==> src/rtl/jump_physics.sv <==
// jump_physics: tick-divided jump/gravity integrator for the dino sprite.
// Produces a saturating height, the velocity, airborne/ducking flags and a landing strobe.
module jump_physics #(
  parameter int TICK_DIV = 100000,
  parameter int POS_W    = 24,
  parameter int VEL_W    = 16,
  parameter int V_JUMP   = 1200,
  parameter int G_NORM   = 2,
  parameter int G_HOLD   = 1,
  parameter int G_DIVE   = 4
) (
  input  logic                    clk,
  input  logic                    rst,
  input  logic                    BTNU,
  input  logic                    BTND,
  output logic signed [POS_W-1:0] pos,
  output logic signed [VEL_W-1:0] vel,
  output logic                    airborne,
  output logic                    ducking,
  output logic                    land_pulse
);

  localparam int CNT_W = (TICK_DIV > 2) ? $clog2(TICK_DIV) : 1;
  // Wide enough that pos+vel can never overflow before the range checks.
  localparam int SUM_W = ((POS_W > VEL_W) ? POS_W : VEL_W) + 1;

  localparam logic [1:0] S_IDLE   = 2'd0;
  localparam logic [1:0] S_LAUNCH = 2'd1;
  localparam logic [1:0] S_AIR    = 2'd2;

  localparam logic signed [SUM_W-1:0] POS_MAX  = {{(SUM_W-POS_W+1){1'b0}}, {(POS_W-1){1'b1}}};
  localparam logic signed [VEL_W:0]   VEL_MIN  = {2'b11, {(VEL_W-1){1'b0}}};
  localparam logic signed [VEL_W-1:0] V_JUMP_V = VEL_W'(V_JUMP);
  localparam logic signed [VEL_W:0]   G_NORM_V = (VEL_W+1)'(G_NORM);
  localparam logic signed [VEL_W:0]   G_HOLD_V = (VEL_W+1)'(G_HOLD);
  localparam logic signed [VEL_W:0]   G_DIVE_V = (VEL_W+1)'(G_DIVE);

  logic [CNT_W-1:0]        r_cnt;
  logic                    r_btnu_prev;
  logic [1:0]              r_state;
  logic signed [POS_W-1:0] r_pos;
  logic signed [VEL_W-1:0] r_vel;
  logic                    r_air;
  logic                    r_duck;
  logic                    r_land;

  logic                    w_tick;
  logic                    w_jump;
  logic                    w_vel_pos;
  logic signed [VEL_W:0]   w_g;
  logic signed [SUM_W-1:0] w_pos_sum;
  logic signed [VEL_W:0]   w_vel_diff;
  logic signed [VEL_W-1:0] w_vel_sat;
  logic [1:0]              w_state_n;
  logic signed [POS_W-1:0] w_pos_n;
  logic signed [VEL_W-1:0] w_vel_n;
  logic                    w_land_n;

  assign w_tick    = (r_cnt == CNT_W'(TICK_DIV - 1));
  assign w_jump    = BTNU & ~r_btnu_prev;
  assign w_vel_pos = !r_vel[VEL_W-1] && (r_vel != '0);

  always_comb begin
    w_g        = G_NORM_V;
    w_pos_sum  = SUM_W'(r_pos) + SUM_W'(r_vel);
    w_vel_diff = (VEL_W+1)'(r_vel) - w_g;
    w_vel_sat  = r_vel;
    w_state_n  = r_state;
    w_pos_n    = r_pos;
    w_vel_n    = r_vel;
    w_land_n   = 1'b0;

    if (BTND) begin
      w_g = G_DIVE_V;
    end else if (BTNU && w_vel_pos) begin
      w_g = G_HOLD_V;
    end else begin
      w_g = G_NORM_V;
    end
    w_vel_diff = (VEL_W+1)'(r_vel) - w_g;

    if (w_vel_diff < VEL_MIN) begin
      w_vel_sat = VEL_MIN[VEL_W-1:0];
    end else begin
      w_vel_sat = w_vel_diff[VEL_W-1:0];
    end

    case (r_state)
      S_IDLE: begin
        if (w_jump) begin
          w_state_n = S_LAUNCH;
        end else begin
          w_state_n = S_IDLE;
        end
      end
      S_LAUNCH: begin
        w_state_n = S_AIR;
        w_pos_n   = '0;
        w_vel_n   = V_JUMP_V;
      end
      S_AIR: begin
        // Integration uses the velocity from before this tick's gravity step.
        if (!w_tick) begin
          w_state_n = S_AIR;
        end else if (w_pos_sum[SUM_W-1] || (w_pos_sum == '0)) begin
          w_state_n = S_IDLE;
          w_pos_n   = '0;
          w_vel_n   = '0;
          w_land_n  = 1'b1;
        end else if (w_pos_sum > POS_MAX) begin
          w_pos_n = POS_MAX[POS_W-1:0];
          w_vel_n = w_vel_sat;
        end else begin
          w_pos_n = w_pos_sum[POS_W-1:0];
          w_vel_n = w_vel_sat;
        end
      end
      default: begin
        w_state_n = S_IDLE;
        w_pos_n   = '0;
        w_vel_n   = '0;
      end
    endcase
  end

  // btnu_prev resets high so a button held through reset cannot look like a fresh press.
  always_ff @(posedge clk) begin
    if (rst) begin
      r_cnt       <= '0;
      r_btnu_prev <= 1'b1;
      r_state     <= S_IDLE;
      r_pos       <= '0;
      r_vel       <= '0;
      r_air       <= 1'b0;
      r_duck      <= 1'b0;
      r_land      <= 1'b0;
    end else begin
      r_cnt       <= w_tick ? '0 : (r_cnt + CNT_W'(1'b1));
      r_btnu_prev <= BTNU;
      r_state     <= w_state_n;
      r_pos       <= w_pos_n;
      r_vel       <= w_vel_n;
      r_air       <= (w_state_n != S_IDLE);
      r_duck      <= BTND & (w_state_n == S_IDLE);
      r_land      <= w_land_n;
    end
  end

  assign pos        = r_pos;
  assign vel        = r_vel;
  assign airborne   = r_air;
  assign ducking    = r_duck;
  assign land_pulse = r_land;

endmodule

==> config.mk <==
export PLATFORM = sky130hd
export DESIGN_NAME = jump_physics
export DESIGN_NICKNAME = d
export VERILOG_FILES = /design/src/rtl/jump_physics.sv
export SDC_FILE = /design/constraint.sdc
export NUM_CORES = 1
export LEC_CHECK = 0
export BUFFER_PORTS_ARGS = -buffer_cell sky130_fd_sc_hd__buf_2
export CORE_ASPECT_RATIO = 1.75
export CORE_MARGIN = 2
export CORE_UTILIZATION = 56
export CTS_BUF_LIST = sky130_fd_sc_hd__clkbuf_4
export CTS_CLUSTER_DIAMETER = 50
export DETAILED_ROUTE_END_ITERATION = 10
export GPL_ROUTABILITY_DRIVEN = 0
export PLACE_DENSITY = 0.79
export RECOVER_POWER = 25
export SYNTH_ARGS = -nofsm -noshare
export SYNTH_HDL_FRONTEND = slang
export SYNTH_SLANG_ARGS = --single-unit
==> constraint.sdc <==
create_clock -name clk -period 3.6 [get_ports clk]
set_clock_uncertainty 0.2 [all_clocks]
set_input_delay 0.72 -clock clk [delete_from_list [all_inputs] [get_ports clk]]
set_output_delay 0.72 -clock clk [all_outputs]
set_load 0.03 [all_outputs]
==> flow_summary.ini <==
[critical_path]
worstSetupStartpointType = register
crit_family = compound AO/OA/AOI/OAI gates
crit_slowest_cell = a2111oi_4
arrival_ns = 3.93
cp.required_ns = 3.79
cp.depth = 12
slowest_delay_ns = 0.61
crit_type = reg2reg
cp-end-kind = register
path_common_cell = a2111oi_4
reg2reg_depth = 12
critPathBufInv = 1
crit_chain = ha_2 > o21ai_1 > a2111oi_4 > o31ai_4 > a31oi_4 > nor3_4 > xnor2_2 > nor4b_4 > a2111oi_4 > buf_6 > and3_4 > a32o_1
crit_fanout = 8

[routing]
routed_via_density = 6.56
drtIter0Drc = 598
detail-route-antenna-nets = 0
routed_wirelength_um = 14900
dr.pass1.iters = 5
post_drt_wl_per_cell_um = 19.4
vias = 5060
route.detailed.drc = 0

[yosys]
yosys.area.top_type = dfxtp_1
synth_top_family_by_area = compound AO/OA/AOI/OAI gates
async_reset_ff_frac = 0
yosys-top-cells-area = dfxtp_1 (28%), ha_1 (8.9%), nor2_1 (5.5%)
ys_ff_latch = 63
syn_area_um2 = 4490
synthFlopType = dfxtp_1
syn_nets = 605
synth_top_area_frac = 0.281
ys_seq_area_frac = 0.281
yosys_warnings = 0
synth_xor_area_frac = 0.0583
synth.avg_cell_area_um2 = 7.91
synth_compound_area_frac = 0.261
synth-simple-area-share = 0.245
syn_inst = 567
muxShareOfSynthArea = 0.00948
yosys.area_share.adder = 0.0982
ys_types = 72
synth_edf_count = 0

[timing]
finalMaxSlewViolations = 0
finalWorstSetupSlack_ns = -0.140
slew_headroom = 0.459
rsz0062_at_grt = true
fin_crit_ns = 3.74
worst_pin_slew_ns = 0.812
finalSetupViolations = 33
period_share = 1.04
max_clock_freq_mhz = 267
hold_violations = 0

[finish]
layout_common_cells = buf_4 (68), nor2_1 (64), nand2_1 (58)
register_area_um2 = 1270
layoutNonFillerInstCount = 771
final_nets = 713
final_common_cell = buf_4
areaGrowthSynthToFinish_pct = 29.7
drive_above_1_share = 0.326
fillers = 550
multi_input_area_um2 = 3400

[grt]
grt_pass1_wl_um = 21800
grtUsageTotal = 0.313
grt_overflow = 0
use_met3 = 0.0468
antenna_found_initial = 1
grt_most_used_layer = met2
met1_usage = 0.328
use_met2 = 0.565
grt_pass1_vias = 4785
grt_max_degree = 36

[power]
power_frac_comb = 0.076
p_int_uw = 960
power_frac_seq = 0.540
ir_worst_vdd_mv = 0.214
clock_power_share = 0.383
power_per_cell_area_nw_per_um2 = 225
p_leak_nw = 2.55
switchingPower_uw = 346
swShare = 0.265

[place]
place_inst = 740
portBuffers = 46
place_ws_ns = -0.0422
post-dp-hpwl_um = 9990

[worst_hold_path]
hold_depth = 1
worst_hold_path_type = reg2reg

[floorplan]
die_y_um = 122
design.core.area_um2 = 7860
initial_core_util = 0.571
rows = 43
floorplan.io_pins = 47
die_w_um = 71.7
die_area_um2 = 8770

[job]
cap_violations = 0

[clocking]
htreeDepth = 3
ctsRootBufferMaster = clkbuf_4
cts_buffer_depth = 2
cts_tree = yes
cts_buffers = 9
clkSinkCount = 63
insertion_delay_ns = 0.45
cts.clk_slew.worst_paths_ns = 0.11

[status]
outcome = complete, but fails checks
violations = negative setup slack
[synthesized netlist by cell type (4+ instances only)]
cell,number
a21o_1,9
a21oi_1,48
a22o_1,4
a22oi_1,16
a31oi_1,7
a41oi_1,7
and2_1,6
and3_1,8
buf_2,7
buf_4,4
clkbuf_1,12
dfxtp_1,63
ha_1,32
inv_1,20
nand2_1,62
nand2b_1,9
nand3_1,15
nand4_1,11
nor2_1,66
nor2b_1,8
nor3_1,11
nor4_1,5
o211ai_1,6
o21ai_0,18
o21ai_1,17
or3_1,6
xnor2_1,12
xor2_1,16
[flip-flops by register name, summed over array words and instances (netlist names)]
register     count
airborne         1
ducking          1
land_pulse       1
pos             24
r_btnu_prev      1
r_cnt           17
r_state          2
vel             16
[path summary, 6_finish.rpt]
path	slack [ns]	start	endpoint
setup / recovery	-0.14	vel[7]	vel[8]
hold / removal	0.29	r_cnt[0]	r_cnt[0]
setup reg to reg	-0.14	vel[7]	vel[8]
hold reg to reg	0.29	r_cnt[0]	r_cnt[0]
[cell type report]
class                           instances  area share
Antenna cell                            1    0.000430
Clock buffer                           11      0.0142
Clock inverter                          5     0.00839
Inverter                               21      0.0135
Multi-Input combinational cell        458       0.584
Sequential cell                        63       0.219
Tap cell                               90      0.0194
Timing Repair Buffer                  122       0.142
[through the flow]
step | hold WS, ns | TNS (ns) | area (µm²) | utilization | power, mW
3_5_place_dp | 0.268 | -0.0449 | 5190 | 0.661 | 0.806
3_3_place_gp | 0.247 | 0 | 5190 | 0.661 | 0.804
4_1_cts | 0.283 | 0 | 5350 | 0.681 | 1.29
5_1_grt | 0.304 | -5.07 | 5820 | 0.741 | 1.35
2_1_floorplan | 0.230 | -0.0378 | 4520 | - | 0.778
6_report | 0.285 | -2.01 | 5820 | 0.741 | 1.31
[what timing repair did]
item,in CTS,in global routing
gates cloned,0,1
endpoints found under the setup margin,7,42
buffers inserted,1,13
resized for setup,5,88
hold buffers,0,0
pin swaps,2,48
[worst reg2reg max path: stages, from the launching register on]
cell	delay [ns]
dfxtp_1	0.39
ha_2	0.43
o21ai_1	0.15
a2111oi_4	0.45
o31ai_4	0.19
a31oi_4	0.29
nor3_4	0.06
xnor2_2	0.26
nor4b_4	0.09
a2111oi_4	0.61
buf_6	0.21
and3_4	0.19
a32o_1	0.15
[layer usage]
metal  share of wire  up-vias  routed length, µm
li1                -     2298                  -
met1            0.35     2417               5240
met2            0.53      264               7900
met3           0.060       81                902
met4           0.059        0                888
met5               0        -                  0
[kinds of logic (layout without fill, tap and decap cells)]
| logic type | count (synthesis) | in the layout |
|---|---|---|
| AOI/OAI and AO/OA | 168 | 168 |
| xor gates and xnor gates | 29 | 29 |
| adders and majority gates | 34 | 34 |
| buffers and inverters | 46 | 159 |
| DFF | 63 | 63 |
| muxes | 4 | 4 |
| other | 0 | 1 |
| and+or+nand+nor | 223 | 223 |
[power groups by stage]
stage                     Combinational, mW  Clock (mW)  Sequential, mW
after floorplan                      0.0540           0           0.724
after global placement               0.0826           0           0.722
after detailed placement             0.0843           0           0.722
after CTS                            0.0847       0.499           0.706
after global routing                  0.108       0.537           0.707
final                                0.0996       0.501           0.706
Note: power is estimated with default switching activity, not from simulation.
